<file path="config.mk">
export PLATFORM = sky130hd
export DESIGN_NAME = word_byte_serializer_flat
export DESIGN_NICKNAME = d
export VERILOG_FILES = /design/src/rtl/word_byte_serializer_pkg.sv /design/src/rtl/word_byte_serializer_if.sv /design/src/rtl/word_byte_serializer_splitter.sv /design/src/rtl/word_byte_serializer.sv /design/src/flat_wrapper.sv
export SDC_FILE = /design/constraint.sdc
export NUM_CORES = 1
export LEC_CHECK = 0
export BUFFER_PORTS_ARGS = -buffer_cell sky130_fd_sc_hd__buf_2
export CAP_MARGIN = 25
export CORE_ASPECT_RATIO = 0.75
export CORE_UTILIZATION = 54
export CTS_BUF_LIST = sky130_fd_sc_hd__clkbuf_8
export CTS_CLUSTER_SIZE = 25
export DETAILED_ROUTE_END_ITERATION = 10
export PLACE_DENSITY = 0.8
export SLEW_MARGIN = 0
export SYNTH_ARGS = -nofsm -noshare
export SYNTH_HDL_FRONTEND = slang
export SYNTH_SLANG_ARGS = --single-unit
</file>
<file path="constraint.sdc">
create_clock -name clk -period 2.2 [get_ports clk]
set_clock_uncertainty 0.05 [all_clocks]
set_input_delay 0.11 -clock clk [delete_from_list [all_inputs] [get_ports clk]]
set_output_delay 0.11 -clock clk [all_outputs]
set_load 0.005 [all_outputs]
</file>
<file path="src/rtl/word_byte_serializer_pkg.sv">
// word_byte_serializer_pkg: state encoding and word/byte constants shared by the serializer slice.
package word_byte_serializer_pkg;
    typedef enum logic {ST_IDLE = 1'b0, ST_SEND = 1'b1} state_t;
    localparam int BYTES_PER_WORD = 4;
    localparam logic [1:0] LAST_IDX = 2'd3;
endpackage

</file>
<file path="src/rtl/word_byte_serializer_if.sv">
// word_byte_serializer_if: word input stream, byte output stream and busy status.
interface word_byte_serializer_if;
    logic        in_valid;
    logic [31:0] in_data;
    logic        in_ready;
    logic        out_valid;
    logic [7:0]  out_data;
    logic        out_last;
    logic        out_ready;
    logic        busy;
    modport master (output in_valid, in_data, out_ready, input in_ready, out_valid, out_data, out_last, busy);
    modport slave  (input in_valid, in_data, out_ready, output in_ready, out_valid, out_data, out_last, busy);
endinterface

</file>
<file path="src/rtl/word_byte_serializer_splitter.sv">
// word_byte_serializer_splitter: splits a 32-bit word into its four bytes, O1 most significant.
module word_byte_serializer_splitter (
    input  logic [31:0] A,
    output logic [7:0]  O1,
    output logic [7:0]  O2,
    output logic [7:0]  O3,
    output logic [7:0]  O4
);
    assign {O1, O2, O3, O4} = A;
endmodule

</file>
<file path="src/rtl/word_byte_serializer.sv">
// word_byte_serializer: holds one accepted word and emits its four bytes one per cycle with a last flag.
module word_byte_serializer
    import word_byte_serializer_pkg::*;
#(
    parameter bit MSB_FIRST = 1'b1
) (
    input logic clk,
    input logic reset_n,
    word_byte_serializer_if.slave bus
);
    state_t      state, state_nx;
    logic [1:0]  idx, idx_nx, sel;
    logic [31:0] word_q, word_nx;
    logic [7:0]  o [BYTES_PER_WORD];
    logic        send, last, load;

    word_byte_serializer_splitter u_split (
        .A (word_q),
        .O1(o[0]),
        .O2(o[1]),
        .O3(o[2]),
        .O4(o[3])
    );

    // LSB-first order walks the splitter outputs backwards
    assign sel = MSB_FIRST ? idx : ~idx;

    always_comb begin
        send          = state == ST_SEND;
        last          = idx == LAST_IDX;
        bus.out_valid = send;
        bus.busy      = send;
        bus.out_last  = send && last;
        bus.out_data  = send ? o[sel] : 8'h00;
        bus.in_ready  = !send || (last && bus.out_ready);
        load          = bus.in_valid && bus.in_ready;
        state_nx      = load ? ST_SEND : (send && last && bus.out_ready) ? ST_IDLE : state;
        idx_nx        = load ? 2'd0 : (send && bus.out_ready) ? idx + 2'd1 : idx;
        word_nx       = load ? bus.in_data : word_q;
    end

    always_ff @(posedge clk or negedge reset_n) begin
        if (!reset_n) begin
            state  <= ST_IDLE;
            idx    <= 2'd0;
            word_q <= 32'h0;
        end else begin
            state  <= state_nx;
            idx    <= idx_nx;
            word_q <= word_nx;
        end
    end
endmodule

</file>
<file path="src/flat_wrapper.sv">
// flat-port wrapper written by rule: the top's interface ports become plain ports
module word_byte_serializer_flat import word_byte_serializer_pkg::*;
#(
    parameter bit MSB_FIRST = 1'b1
)
  (clk, reset_n, bus_in_valid, bus_in_data, bus_out_ready, bus_in_ready, bus_out_valid, bus_out_data, bus_out_last, bus_busy);
  word_byte_serializer_if bus_i ();
  input logic clk;
  input logic reset_n;
  input wire logic [$bits(bus_i.in_valid)-1:0] bus_in_valid;
  input wire logic [$bits(bus_i.in_data)-1:0] bus_in_data;
  input wire logic [$bits(bus_i.out_ready)-1:0] bus_out_ready;
  output wire logic [$bits(bus_i.in_ready)-1:0] bus_in_ready;
  output wire logic [$bits(bus_i.out_valid)-1:0] bus_out_valid;
  output wire logic [$bits(bus_i.out_data)-1:0] bus_out_data;
  output wire logic [$bits(bus_i.out_last)-1:0] bus_out_last;
  output wire logic [$bits(bus_i.busy)-1:0] bus_busy;
  assign bus_i.in_valid = bus_in_valid;
  assign bus_i.in_data = bus_in_data;
  assign bus_i.out_ready = bus_out_ready;
  assign bus_in_ready = bus_i.in_ready;
  assign bus_out_valid = bus_i.out_valid;
  assign bus_out_data = bus_i.out_data;
  assign bus_out_last = bus_i.out_last;
  assign bus_busy = bus_i.busy;
  word_byte_serializer #(.MSB_FIRST(MSB_FIRST)) u_core (.clk(clk), .reset_n(reset_n), .bus(bus_i));
endmodule
</file>
# After elaboration in Yosys (flattened, before gate mapping)
# Index checks and enable logic that the tools add are counted.
dict set report word_totals {
  out_inout_bits 12
  in_bits 36
  ff_bits 35
}
dict set report op_classes {
  n_eq_ne 1
  n_lt_le_gt_ge 1
  reduce_logical 9
  n_bitwise 1
  muxes 8
  addsub 1
}
# op count
set op_table {}
lappend op_table {{$mux 8} 3}
lappend op_table {{$bmux 8 s2} 1}
lappend op_table {{$logic_and 1x1->1} 5}
lappend op_table {{$mux 2} 2}
lappend op_table {{$reduce_bool 2->1} 2}
lappend op_table {{$ge 3x3->1 const B} 1}
lappend op_table {{$not 2->3} 1}
lappend op_table {{$add 2x1->2 const B} 1}
lappend op_table {{$eq 2x2->1 const B} 1}
lappend op_table {{$mux 1} 2}
lappend op_table {{$logic_not 1->1} 1}
lappend op_table {{$logic_or 1x1->1} 1}

# Logic depth before layout (Yosys ltp)
# Gate-level depths: netlist of run 1.
dict set report depth {
  ltp_word 5
  depth_mapped 5
  ltp_nobuf 4
}

# Hierarchy
# A second synthesis of run 1 with hierarchy kept.
dict set report hier_totals {
  cells_unflattened 143
  area_unflattened_um2 1998.2
}
# mod n_inst area_per_inst_um2 cells_per_inst
set modules_own_cells {}
lappend modules_own_cells {word_byte_serializer 1 1757.9 111}
lappend modules_own_cells {word_byte_serializer_splitter 1 240.2 32}

# Worst setup path after synthesis of run 1
# Ideal clock, no wire load.
dict set report synth_timing {
  path_kind {flip-flop to flip-flop}
  start {register u_core.idx[1]}
  end {register u_core.word_q[0]}
  arrival_ps 1369
  slack_ps 656
  setup_ps 125
  stages_incl_launch_ff 6
  path_buffers 1
  t_required_ps 2025
  path_cell_list {dfrtp_1 ha_1 a21bo_4 nand2_8 buf_12 mux2_4}
}
dict set report synth_between {
  elab_chain_cells 4
}
# element line_no
set synth_rtl {}
lappend synth_rtl {{start: declaration} word_byte_serializer.sv:12} ;# logic [1:0] idx, idx_nx, sel;
lappend synth_rtl {{start signal: assignment} word_byte_serializer.sv:49} ;# idx <= idx_nx;
lappend synth_rtl {{$eq 2x2->1} word_byte_serializer.sv:30} ;# last = idx == LAST_IDX;
lappend synth_rtl {{$logic_and 1x1->1} word_byte_serializer.sv:35} ;# bus.in_ready = !send || (last && bus.out_ready);
lappend synth_rtl {{$logic_or 1x1->1} word_byte_serializer.sv:35}
lappend synth_rtl {{named net bus_in_ready} flat_wrapper.sv:13} ;# output wire logic [$bits(bus_i.in_ready)-1:0] bus_in_ready;
lappend synth_rtl {{$logic_and 1x1->1} word_byte_serializer.sv:36} ;# load = bus.in_valid && bus.in_ready;
lappend synth_rtl {{end signal: assignment} word_byte_serializer.sv:50} ;# word_q <= word_nx;
lappend synth_rtl {{end: declaration} word_byte_serializer.sv:13} ;# logic [31:0] word_q, word_nx;
# The timed path passes the listed nets, and every way through them passes these cells.
# A chain may end at the register's enable or synchronous reset.

# Final worst setup path of run 1
dict set report layout_timing {
  start {register u_core.idx[1]}
  end {register u_core.word_q[9]}
}
dict set report layout_between {
  elab_chain_cells 4
}
# element line_no
set layout_rtl {}
lappend layout_rtl {{$eq 2x2->1} word_byte_serializer.sv:30}
lappend layout_rtl {{$logic_and 1x1->1} word_byte_serializer.sv:35}
lappend layout_rtl {{$logic_or 1x1->1} word_byte_serializer.sv:35}
lappend layout_rtl {{$logic_and 1x1->1} word_byte_serializer.sv:36}
# Every way passes these cells.

==> metrics, run 1 <==
status finished clean; Placed Cells 190; Hold Fails Final Rpt 0; largest net degree at the start of global routing 36; vias in the first global route 1130; Finished Core Util 0.691; Clock Tree Root clkbuf_8; Vias/cell 5.36; Sw Pwr 0.000918 W; Final setup viols 0; Sink Count 35; PnR worst setup slack 434 ps; startpoint types register; unrepaired setup endpoints after global routing no; post-cts resize count 0; most numerous cell in the Yosys netlist dfrtp_1; Mapped Nets 148; R2R setup slack 430 ps; peak supply drop 0.692 mV; worst reg2reg path depth 4; FFs w/ async S/R, synth 1.00; port buffer count 47; Ys Warns 0; #FFs+latches synth 35; clk buf depth 2; layout overhead on the synthesized area 18.6%; CTS H-tree depth 2; Worst path slowest cell dfrtp_1; clock insertion delay at the later pin of the skew report 280 ps; Detailed Route Iter0 Violations 24; crit end category register; Pwr Density 1400 nW/um2; fin cells 201; CP top delay family flip-flops; Mapped Cells 111; Static Leak 1.10 nW; Synth top area share 0.498; total gr overflow 0; Net Sw Frac 0.314; R2R Path End u_core.word_q[9]; HPWL Detailed 2250 um; share of layout cells above drive strength 1 0.546; Final #Nets 201; Design Power 0.00292 W; sequential fraction of design power 0.398; WP data arrival 1880 ps; Worst Path Buf+Inv 0; Critical Path Fanout Max 32; Final GP Congestion 0.775; Rows 17; clock network power share 0.141; sequential share of the synthesized area 0.498; clk slew on worst S/H paths 60 ps; IO Count 48; Slew HR 0.487; P_int 0.00200 W; final period utilization 0.803; Comb power frac 0.461; max-cap violation count 0; first-pass GRT wire length 5150 um; crit path kind register to register; WL/cell 16.4 um; Post-DRT Antenna Nets 0; Hold EP u_core.word_q[1]; starting density of the core 0.583; TritonCTS buffer count 5; worst slack, placed 469 ps; Least-Margin Pin Slew 769 ps; R2R Path Start u_core.idx[1]; core footprint 3020 um2; Slew Limit Fails 0; DRC Markers 0; Initial DRT Pass Iterations 3; Commonest cells post-synth dfrtp_1 (35), mux2_4 (30), mux2i_1 (16); Mapped Avg Cell Area 15.9 um2; f_max 566 MHz; Post-Route Setup TNS 0 ps; post-synth top area cell dfrtp_1; ys flop type dfrtp_1; via count 1078; min-delay worst type primary input to register; minimum clock period 1770 ps; Cells on Worst Hold Path 2; CP Cell Sequence ha_1 -> a21bo_4 -> nand2_8 -> mux2_2; largest cells by area after synthesis dfrtp_1 (50%), mux2_4 (26%), mux2i_1 (9.1%); EDFF count, synth 0; gr usage total 0.208; initial antenna violation count 0; WP data required 2320 ps; CTS tree yes; routed wire length 3290 um; DIE HEIGHT 51.4 um; die width 67.9 um; Distinct cells, synth 19; diodes inserted 0; Crit path largest cell delay 420 ps; post-synthesis cell area 1760 um2; area of the die 3490 um2; hold_sp bus_in_data[1]
[cells by family after synthesis]
kind of cell / after synthesis / synth area share
adders and majority gates: 1 / 0.00711
buffers and inverters: 7 / 0.0490
AOI/OAI and AO/OA: 13 / 0.0554
muxes: 48 / 0.360
and+or+nand+nor: 7 / 0.0313
DFF: 35 / 0.498
[state kept, by name, summed over array words and instances, names as in the netlist]
register,flops
u_core.word_q,32
u_core.bus.busy,1
u_core.idx,2
[what timing repair did]
action | 4_1_cts | 5_1_grt
hold buffers | 1 | 4
buffers inserted | 0 | 0
endpoints found under the hold margin | 35 | 4
[worst register-to-register path, cell delays in order (launching register included)]
cell and delay (ps):
dfrtp_1 420, ha_1 250, a21bo_4 260, nand2_8 280
mux2_2 390
[cells in the final DEF (no fill, tap or decap), types with 2 or more instances in the layout]
| master | instances |
|---|---|
| mux2_4 | 30 |
| mux2i_1 | 16 |
| o22ai_1 | 8 |
| buf_2 | 47 |
| nand2b_1 | 2 |
| dlygate4sd3_1 | 5 |
| mux2_2 | 2 |
| nand2_1 | 2 |
| dfrtp_1 | 35 |
| clkbuf_8 | 5 |
[power by group through the flow]
| stage | clock [W] | combinational [W] | sequential (W) |
|---|---|---|---|
| 2_1_floorplan | 0 | 0.00108 | 0.00110 |
| 3_3_place_gp | 0 | 0.00130 | 0.00114 |
| 3_5_place_dp | 0 | 0.00134 | 0.00116 |
| 4_1_cts | 0.000425 | 0.00135 | 0.00116 |
| 5_1_grt | 0.000457 | 0.00145 | 0.00119 |
| 6_report | 0.000412 | 0.00135 | 0.00116 |
[layer usage]
| layer | share of wire | vias up | GRT usage |
|---|---|---|---|
| met5 | 0 | - | 0 |
| met4 | 0.026 | 0 | 0.101 |
| met3 | 0.053 | 9 | 0.0670 |
| met2 | 0.47 | 32 | 0.315 |
| met1 | 0.45 | 530 | 0.266 |
| li1 | - | 507 | - |
[how the worst max path moves through the flow]
| stage | from | to | slack [ps] | cells after the start |
|---|---|---|---|---|
| floorplan | u_core.idx[1] | u_core.word_q[0] | 660 | 5 |
| global placement | u_core.idx[1] | u_core.word_q[10] | 530 | 4 |
| detailed placement | u_core.idx[1] | u_core.word_q[9] | 470 | 4 |
| CTS | u_core.idx[1] | u_core.word_q[9] | 450 | 4 |
| global route | u_core.idx[1] | u_core.word_q[9] | 410 | 4 |
| finish | u_core.idx[1] | u_core.word_q[9] | 430 | 4 |
[per-stage QoR]
| step | area (um2) | hold slack (ps) |
|---|---|---|
| detailed placement | 1960 | 177 |
| global placement | 1960 | 165 |
| CTS | 2050 | 1.58 |
| floorplan | 1760 | -236 |
| global route | 2090 | 3.24 |
| finish | 2090 | 6.09 |
[final cells by class]
type	count	area, um2
tap	38	47.5
clock inverter	1	3.75
timing repair buffer	53	293
multi-input combinational	69	798
fill	221	933
sequential	35	876
clock buffer	5	68.8
No activity file was read; power rests on OpenSTA's default activity.
==> run 2, diff against run 1 <==
ABC_AREA = 1   (was default)
CORE_UTILIZATION = 49   (was 54)
PLACE_DENSITY = 0.76   (was 0.8)
clock period = 1.6 ns   (was 2.2 ns; I/O delays follow)
==> run 2 against run 1 <==
Net effect: setup slack got worse by 380 ps; via count rose by 72%; synthesized area rose by 3.8%; final cell count rose by 89%; combinational power rose by 45%; sequential share of layout area fell by 7.0 points; die area rose by 14%; global-route usage rose by 6.8 points; clock power rose by 70%; critical path type is now register to primary output; critical endpoint is now bus_out_data[4]; largest cell class unchanged.
==> metrics, run 2 <==
total gr overflow 0 (unchanged); largest net degree at the start of global routing 36 (unchanged); Detailed Route Iter0 Violations 106 (+340%); Net Sw Frac 0.407 (+0.0924); post-CTS setup buffer count 0 (unchanged); IO Count 48 (unchanged); starting density of the core 0.534 (-0.0492); max-cap violation count 0 (unchanged); layout overhead on the synthesized area 37.6%; Slew HR 0.488 (about the same); Comb power frac 0.466 (+0.005); WP data arrival 1420 ps (-460 ps); final period utilization 0.968; routed wire length 4840 um (+47%); Initial DRT Pass Iterations 4 (+1); share of layout cells above drive strength 1 0.212 (-0.334); Final setup viols 0 (unchanged); DRC Markers 0 (unchanged); Pwr Density 1670 nW/um2 (+19%); Largest register FFs 32 (unchanged); status finished clean; Hold Fails Final Rpt 0 (unchanged); f_max 645 MHz; commonest non-fill, non-tap cell in the layout nand2_1; Clock Tree Root clkbuf_8; FFs w/ async S/R, synth 1.00 (unchanged); Mapped Cells 254 (+130%); diodes inserted 0 (unchanged); Commonest cells post-synth nand2_1 (104), nand3_1 (50), inv_1 (37); Worst Path Buf+Inv 2 (+2); initial antenna violation count 0 (unchanged); Final GP Congestion 0.815 (+5.2%); crit path kind register to primary output; ys flop type dfrtp_1; Sink Count 35 (unchanged); post-synth top area cell dfrtp_1; R2R setup slack 160 ps (-270 ps); crit end category primary output; Post-DRT Antenna Nets 0 (unchanged); largest cells by area after synthesis dfrtp_1 (48%), nand2_1 (21%), nand3_1 (14%); clock network power share 0.167 (+0.026); Static Leak 1.43 nW (+30%); via count 1852 (+72%); DIE HEIGHT 54.9 um (+6.7%); Rows 18 (+1); Post-Route Setup TNS 0 ps (unchanged); Least-Margin Pin Slew 768 ps (-0.616 ps); min-delay worst type primary input to register; P_int 0.00249 W (+24%); Ys Warns 0 (unchanged); CTS tree yes; WP data required 1470 ps (-850 ps); Mapped Nets 291 (+97%); Vias/cell 4.87 (-9.1%); clock insertion delay at the later pin of the skew report 290 ps (about the same); peak supply drop 1.01 mV (+46%); Design Power 0.00420 W (+44%); die width 72.5 um (+6.7%); Sw Pwr 0.00171 W (+86%); vias in the first global route 1707 (+51%); area of the die 3980 um2 (+14%); worst slack, placed 218 ps (-251 ps); final hold slack 13.9 ps (+7.79 ps); most numerous cell in the Yosys netlist nand2_1; sequential fraction of design power 0.367 (-0.031); startpoint types register; gr usage total 0.276 (+0.0678); commonest cells after routing, fill and taps aside nand2_1 (104), nand3_1 (50), buf_2 (47); unrepaired setup endpoints after global routing yes; WL/cell 12.7 um (-22%); clk buf depth 2 (unchanged); CTS H-tree depth 2 (unchanged); Synth top area share 0.479 (-0.0181); Mapped Avg Cell Area 7.19 um2 (-55%); Worst path slowest cell dfrtp_2; PnR worst setup slack 50.7 ps (-383 ps); Critical Path Fanout Max 16 (-50%); TritonCTS buffer count 5 (unchanged); Crit path largest cell delay 440 ps (+20 ps); HPWL Detailed 2840 um (+26%); sequential share of the synthesized area 0.479 (-0.0181); Biggest register u_core.word_q; #FFs+latches synth 35 (unchanged); Final #Nets 366 (+82%); EDFF count, synth 0 (unchanged); clk slew on worst S/H paths 70 ps (about the same); post-synthesis cell area 1830 um2 (+3.8%); CP Cell Sequence buf_6 -> nand2_1 -> nand3_1 -> a21oi_2 -> buf_2; first-pass GRT wire length 7850 um (+52%); minimum clock period 1550 ps; port buffer count 47 (unchanged); CP top delay family flip-flops; Slew Limit Fails 0 (unchanged); core footprint 3420 um2 (+13%); Distinct cells, synth 14 (-5)
run 2: layer usage:
layer,GRT usage,routed length (um)
met1,0.356,2230
met2,0.463,2270
met3,0.0718,279
met4,0.0850,58
met5,0,0
run 2: logic make-up after synthesis:
family / count (synthesis) / share of synthesized area
AND/OR/NAND/NOR: 156 / 0.360
buffers and inverters: 53 / 0.129
flip-flops: 35 / 0.479
AO/OA/AOI/OAI: 9 / 0.0247
adder cells (fa/ha/maj): 1 / 0.00685
run 2: area by class of cell:
cell class | instances | area [um2]
Fill cell | 314 | 910
Sequential cell | 35 | 878
Multi-Input combinational cell | 166 | 733
Timing Repair Buffer | 83 | 594
Inverter | 38 | 145
Clock buffer | 7 | 96.3
Tap cell | 50 | 62.6
Clock inverter | 1 | 3.75
run 2: worst min-delay path, stage by stage:
cell and delay (ps):
buf_2 80, nand3_1 90, nand2_1 80
run 2: power groups by stage:
| stage | logic (W) | clock network [W] | registers, W |
|---|---|---|---|
| after floorplan | 0.00130 | 0 | 0.00146 |
| after global placement | 0.00173 | 0 | 0.00152 |
| after detailed placement | 0.00178 | 0 | 0.00153 |
| after CTS | 0.00185 | 0.000706 | 0.00152 |
| after global routing | 0.00225 | 0.000756 | 0.00160 |
| final | 0.00196 | 0.000701 | 0.00154 |
run 2: timing repair:
item,CTS,global route
resized for setup,0,13
hold buffers,31,0
endpoints found under the hold margin,65,0
setup endpoints to repair,0,8
run 2: final timing paths:
kind	from	end	cells after the start
setup reg to reg	u_core.idx[0]	u_core.idx[1]	6
hold / removal	bus_in_data[22]	u_core.word_q[22]	3
min in group asynchronous	reset_n	u_core.word_q[9]	2
hold reg to reg	u_core.word_q[19]	u_core.word_q[19]	2
setup / recovery	u_core.idx[0]	bus_out_data[4]	5
max in group asynchronous	reset_n	u_core.idx[0]	2
run 2: stage by stage:
stage / instances / utilization / cell area [um2]
floorplan: 254 / - / 1830
global placement: 341 / 0.605 / 2070
detailed placement: 341 / 0.605 / 2070
CTS: 380 / 0.724 / 2480
global route: 380 / 0.734 / 2510
finish: 380 / 0.734 / 2510
